===== src/rtl/td4_pkg.sv =====
// td4 shared types: opcodes, ALU source select and write destination.
// Imported by the decoder and the core.
package td4_pkg;

  typedef enum logic [3:0] {
    OP_ADD_A  = 4'b0000,
    OP_MOV_AB = 4'b0001,
    OP_IN_A   = 4'b0010,
    OP_MOV_A  = 4'b0011,
    OP_MOV_BA = 4'b0100,
    OP_ADD_B  = 4'b0101,
    OP_IN_B   = 4'b0110,
    OP_MOV_B  = 4'b0111,
    OP_OUT_B  = 4'b1001,
    OP_OUT_IM = 4'b1011,
    OP_JNC    = 4'b1110,
    OP_JMP    = 4'b1111
  } opcode_e;

  typedef enum logic [1:0] {
    SRC_A,
    SRC_B,
    SRC_IN,
    SRC_ZERO
  } src_e;

  typedef enum logic [2:0] {
    DST_A,
    DST_B,
    DST_OUT,
    DST_PC,
    DST_NONE
  } dst_e;

endpackage


===== src/rtl/td4_decode.sv =====
// td4 instruction decoder: opcode plus carry flag to
// ALU source, write destination and PC load.
module td4_decode
  import td4_pkg::*;
(
  input  logic [3:0] op,
  input  logic       carry,
  output src_e       src,
  output dst_e       dst,
  output logic       load_pc
);

  always_comb begin
    src = SRC_ZERO;
    dst = DST_NONE;
    unique case (1'b1)
      (op == OP_ADD_A): begin
        src = SRC_A;
        dst = DST_A;
      end
      (op == OP_MOV_AB): begin
        src = SRC_B;
        dst = DST_A;
      end
      (op == OP_IN_A): begin
        src = SRC_IN;
        dst = DST_A;
      end
      (op == OP_MOV_A): begin
        src = SRC_ZERO;
        dst = DST_A;
      end
      (op == OP_MOV_BA): begin
        src = SRC_A;
        dst = DST_B;
      end
      (op == OP_ADD_B): begin
        src = SRC_B;
        dst = DST_B;
      end
      (op == OP_IN_B): begin
        src = SRC_IN;
        dst = DST_B;
      end
      (op == OP_MOV_B): begin
        src = SRC_ZERO;
        dst = DST_B;
      end
      (op == OP_OUT_B): begin
        src = SRC_B;
        dst = DST_OUT;
      end
      (op == OP_OUT_IM): begin
        src = SRC_ZERO;
        dst = DST_OUT;
      end
      (op == OP_JNC): begin
        src = SRC_ZERO;
        dst = carry ? DST_NONE : DST_PC;
      end
      (op == OP_JMP): begin
        src = SRC_ZERO;
        dst = DST_PC;
      end
      default: begin
        src = SRC_ZERO;
        dst = DST_NONE;
      end
    endcase
    load_pc = (dst == DST_PC);
  end

endmodule


===== src/rtl/td4_core.sv =====
// td4 single-cycle core: PC, A, B, carry and output latch.
// Executes the ROM word at rom_addr on every enabled edge.
module td4_core
  import td4_pkg::*;
(
  input  logic       clk,
  input  logic       n_reset,
  input  logic       en,
  output logic [3:0] rom_addr,
  input  logic [7:0] rom_data,
  input  logic [3:0] in_port,
  output logic [3:0] out_port,
  output logic [3:0] reg_a,
  output logic [3:0] reg_b,
  output logic       carry
);

  logic [3:0] pc;
  logic [3:0] a_q;
  logic [3:0] b_q;
  logic [3:0] out_q;
  logic       c_q;

  src_e       src;
  dst_e       dst;
  logic       load_pc;
  logic [3:0] src_val;
  logic [4:0] sum;

  td4_decode u_decode (
    .op      (rom_data[7:4]),
    .carry   (c_q),
    .src     (src),
    .dst     (dst),
    .load_pc (load_pc)
  );

  always_comb begin
    src_val = 4'd0;
    case (src)
      SRC_A:   src_val = a_q;
      SRC_B:   src_val = b_q;
      SRC_IN:  src_val = in_port;
      default: src_val = 4'd0;
    endcase
  end

  // Carry always takes the adder's top bit, even for moves and jumps.
  assign sum = {1'b0, src_val} + {1'b0, rom_data[3:0]};

  always_ff @(posedge clk) begin
    if (!n_reset) begin
      pc    <= 4'd0;
      a_q   <= 4'd0;
      b_q   <= 4'd0;
      out_q <= 4'd0;
      c_q   <= 1'b0;
    end else if (en) begin
      c_q <= sum[4];
      pc  <= load_pc ? sum[3:0] : pc + 4'd1;
      if (dst == DST_A)   a_q   <= sum[3:0];
      if (dst == DST_B)   b_q   <= sum[3:0];
      if (dst == DST_OUT) out_q <= sum[3:0];
    end
  end

  assign rom_addr = pc;
  assign out_port = out_q;
  assign reg_a    = a_q;
  assign reg_b    = b_q;
  assign carry    = c_q;

endmodule


===== config.mk =====
export PLATFORM = sky130hd
export DESIGN_NAME = td4_core
export DESIGN_NICKNAME = d
export VERILOG_FILES = /design/src/rtl/td4_pkg.sv /design/src/rtl/td4_decode.sv /design/src/rtl/td4_core.sv
export SDC_FILE = /design/constraint.sdc
export NUM_CORES = 1
export LEC_CHECK = 0
export ABC_AREA = 1
export BUFFER_PORTS_ARGS = -buffer_cell sky130_fd_sc_hd__buf_2
export CORE_MARGIN = 8
export CORE_UTILIZATION = 55
export CTS_BUF_LIST = sky130_fd_sc_hd__clkbuf_4 sky130_fd_sc_hd__clkbuf_8
export DETAILED_ROUTE_END_ITERATION = 8
export GPL_ROUTABILITY_DRIVEN = 0
export HOLD_SLACK_MARGIN = 0.12
export PLACE_DENSITY = 0.89
export SLEW_MARGIN = 25
export SYNTH_ARGS = -nofsm -noshare
export SYNTH_HDL_FRONTEND = slang
export SYNTH_SLANG_ARGS = --single-unit
export TNS_END_PERCENT = 30

===== constraint.sdc =====
create_clock -name clk -period 3.7 [get_ports clk]
set_input_delay 0.37 -clock clk [delete_from_list [all_inputs] [get_ports clk]]
set_output_delay 0.37 -clock clk [all_outputs]
set_load 0.03 [all_outputs]

==> reports/metrics.sh <==
CTS-ROOT-TO-SINK-BUFFERS=2
LAYOUT.NETS=192
DRT-VIAS-PER-INSTANCE=5.53
DETAILEDPLACEMENTHPWL_UM=1990
CRITPATHMAXFANOUT=4
P_SEQ_FRAC=0.504
NETSWITCHINGFRACTION=0.335
CTS_MADE_BUFFERS=3
FMAX_MHz=475
POST-SYNTH-TOP-AREA-FRACTION=0.356
DIE_HEIGHT_UM=57.7
AVGSYNTHCELLAREA_SQ_UM=6.98
WL_MET2_UM=1210
SYNTH_FF_TYPE='sky130_fd_sc_hd__dfxtp_1'
FINAL.PERIOD_UTILIZATION=0.569
DIE_AREA_SQ_UM=3330
SYNTH-EDFF-COUNT=0
LAYOUT-DRIVE-GT1-SHARE=0.224
SLEW_VIOL_FINAL=0
COMBINATIONALPOWERSHARE=0.239
PERIOD_MINUS_SLACK_NS=2.10
SEQCELLAREA_SQ_UM=340
LAYOUT.CELLS.NON_FILLER=187
GRT_PASS1_VIAS=1008
DRC=0
MAX_SLEW_MARGIN=0.790
SKEW_NS=0.00769
TRITONCTS_CLOCK_TREE='yes'
N_FILL_CELL=140
SYNTH_TOP_AREA_CELL='sky130_fd_sc_hd__dfxtp_1'
GRT_USAGE=0.152
P_SW_mW=0.133
CLKPWRFRAC=0.257
YOSYS-TOP-CELLS-AREA='sky130_fd_sc_hd__dfxtp_1 36%, sky130_fd_sc_hd__nand2_1 13%, sky130_fd_sc_hd__a21oi_1 7.9%'
TOTAL_POWER_mW=0.398
AREA_GROWTH_PCT=20.3
TOPROUTINGLAYERUSED='met4'
CLOCK_TREE.ROOT_CELL='sky130_fd_sc_hd__clkbuf_4'
CLOCK_LATENCY_NS=0.29
POST-CTS-SETUP-BUFFERS=0
ROWS=15
GRT_PASS1_WL_UM=4110
STATUS='complete, no violations'
IOPINCOUNT=32
SYNTH_SEQ_CELLS=17
FINAL_CORE_UTIL=0.681
POWER.STATIC_LEAKAGE_nW=0.600
WORSTPATHREQUIRED_NS=3.88
IR_DROP_uV=263
GR-TOTAL-OVERFLOW=0
POWERDENSITY_nW_PER_UM2=346
CLK_TRANSITION_REPORTED_PATHS_NS=0.11
TNS_NS=0
ANTENNA_VIOLATIONS_BEFORE_REPAIR=0
INTERNAL_POWER_mW=0.264
PLACED_CELLS_INCL_TAPS=183
WL_MET3_UM=301
TOP_POST_SYNTHESIS_CELLS_BY_COUNT='32 x sky130_fd_sc_hd__nand2_1, 20 x sky130_fd_sc_hd__inv_1, 17 x sky130_fd_sc_hd__dfxtp_1'
POST-SYNTH-TOP-COUNT-CELL='sky130_fd_sc_hd__nand2_1'
MULTI_INPUT_COMB_AREA_SQ_UM=527
REPORT.FINAL.SETUP_VIOL=0
NETLIST_INSTANCES=137
ASYNC_RESET_FF_FRAC=0
CTS_HTREE_LEVELS=1
PRE_CTS_SLACK_NS=1.32
PORT-BUFFER-COUNT=31
NUM_ANTENNA_CELLS=0
SYN_AREA_SQ_UM=956
FINAL_ANTENNA_NET_COUNT=0
GRT_MAX_DEGREE=11
SYNTH_SEQ_AREA_SHARE=0.356
CP-END-KIND='flip-flop'
MIN_DELAY_WORST_TYPE='input port to flip-flop'
MAXCAPVIOLCOUNT=0
POST_DRT_WL_PER_CELL_UM=13.1
DETAILEDROUTE.FIRSTITERATIONVIOLATIONS=49
SYNTH_CELL_TYPES=18
HOLD_VIOLATIONS_FINAL=0
REG2REG_SETUP_SLACK_NS=1.80
GRT_SETUP_UNREPAIRED='false'
DRTPASS1ITERATIONS=4
CTS_SINKS=17
CTS_HOLD_BUF=0
WORST_SETUP_PATH_START_KIND='input port'
WORSTPATHARRIVAL_NS=2.28
CTS_REPAIR_RESIZE_COUNT=0
SETUP_WS_NS=1.60
FP.COREAREA_SQ_UM=1690
YOSYS_WARNINGS=0
MAPPEDNETLISTNETS=158
CRITICAL_PATH_CLASS='input port to flip-flop'
WORST-SLEW-PIN-TRANSITION_NS=0.314
FLOORPLAN.DIE.WIDTH_UM=57.7
START_UTIL=0.566
ROUTED_WL_UM=2440
VIAS=1034
ROUTE.LAYER.MET1.WL_UM=899
[per-stage QoR]
stage	hold slack [ns]	instance area (sq um)
final	0.388	1150
after global routing	0.400	1150
after CTS	0.383	1150
after detailed placement	0.461	1120
after global placement	0.453	1120
after floorplan	0.593	956
[layout make-up]
class,count,area share
Tap cell,17,0.0185
Inverter,21,0.0686
Sequential cell,17,0.296
Timing Repair Buffer,31,0.135
Clock inverter,1,0.00435
Clock buffer,3,0.0196
Multi-Input combinational cell,97,0.458
[layout by cell type, fill, tap and decap left out]
master,netlist,routed
sky130_fd_sc_hd__nand2_1,32,32
sky130_fd_sc_hd__buf_2,1,31
sky130_fd_sc_hd__inv_1,20,20
sky130_fd_sc_hd__dfxtp_1,17,17
sky130_fd_sc_hd__a21oi_1,15,15
sky130_fd_sc_hd__nor2_1,14,14
sky130_fd_sc_hd__o21ai_0,10,10
sky130_fd_sc_hd__nand3_1,8,8
sky130_fd_sc_hd__o211ai_1,6,6
sky130_fd_sc_hd__ha_1,5,5
sky130_fd_sc_hd__clkbuf_4,0,3
sky130_fd_sc_hd__nand4_1,2,2
sky130_fd_sc_hd__nor3_2,1,1
sky130_fd_sc_hd__nand4_4,1,1
sky130_fd_sc_hd__inv_2,1,1
sky130_fd_sc_hd__xor2_1,1,1
sky130_fd_sc_hd__xnor2_1,1,1
sky130_fd_sc_hd__fa_1,1,1
sky130_fd_sc_hd__clkinv_2,0,1
[cells by family (layout without fill, tap and decap cells)]
logic type / Yosys count / count (layout) / share of synthesized area
and+or+nand+nor: 58 / 58 / 0.268
AOI/OAI and AO/OA: 31 / 31 / 0.178
buffers and inverters: 23 / 56 / 0.0929
xor gates and xnor gates: 2 / 2 / 0.0183
adders and majority gates: 6 / 6 / 0.0864
DFF: 17 / 17 / 0.356
[per-layer routing]
layer | GRT usage | vias to the layer above
li1 | - | 517
met1 | 0.165 | 458
met2 | 0.272 | 53
met3 | 0.0397 | 6
met4 | 0.0664 | 0
met5 | 0 | -
[worst paths after layout]
kind	startpoint	to	cells past startpoint
max	rom_data[4]	reg_b[2]	13
min	n_reset	reg_a[0]	3
max reg2reg	reg_b[0]	reg_b[2]	9
min reg2reg	out_port[0]	out_port[0]	2
[state kept, by name, summed over array words and instances, names as in the netlist]
name      count
carry         1
reg_b         4
rom_addr      4
out_port      4
reg_a         4
[critical path: stages]
cell and delay [ns]:
sky130_fd_sc_hd__buf_2 0.12, sky130_fd_sc_hd__inv_1 0.09, sky130_fd_sc_hd__nand2_1 0.07, sky130_fd_sc_hd__nor2_1 0.23, sky130_fd_sc_hd__nand2_1 0.09, sky130_fd_sc_hd__o211ai_1 0.11
sky130_fd_sc_hd__ha_1 0.19, sky130_fd_sc_hd__inv_1 0.05, sky130_fd_sc_hd__fa_1 0.39, sky130_fd_sc_hd__xor2_1 0.30, sky130_fd_sc_hd__nor2_1 0.08, sky130_fd_sc_hd__a21oi_1 0.14
sky130_fd_sc_hd__nor2_1 0.06
[power by group through the flow]
stage / combinational, mW / sequential (mW) / clock [mW]
final: 0.0950 / 0.201 / 0.102
after global routing: 0.106 / 0.202 / 0.113
after CTS: 0.0950 / 0.200 / 0.101
after global placement: 0.0925 / 0.204 / 0
after floorplan: 0.0449 / 0.222 / 0
after detailed placement: 0.0944 / 0.205 / 0
Power figures use the tool's default switching activity.
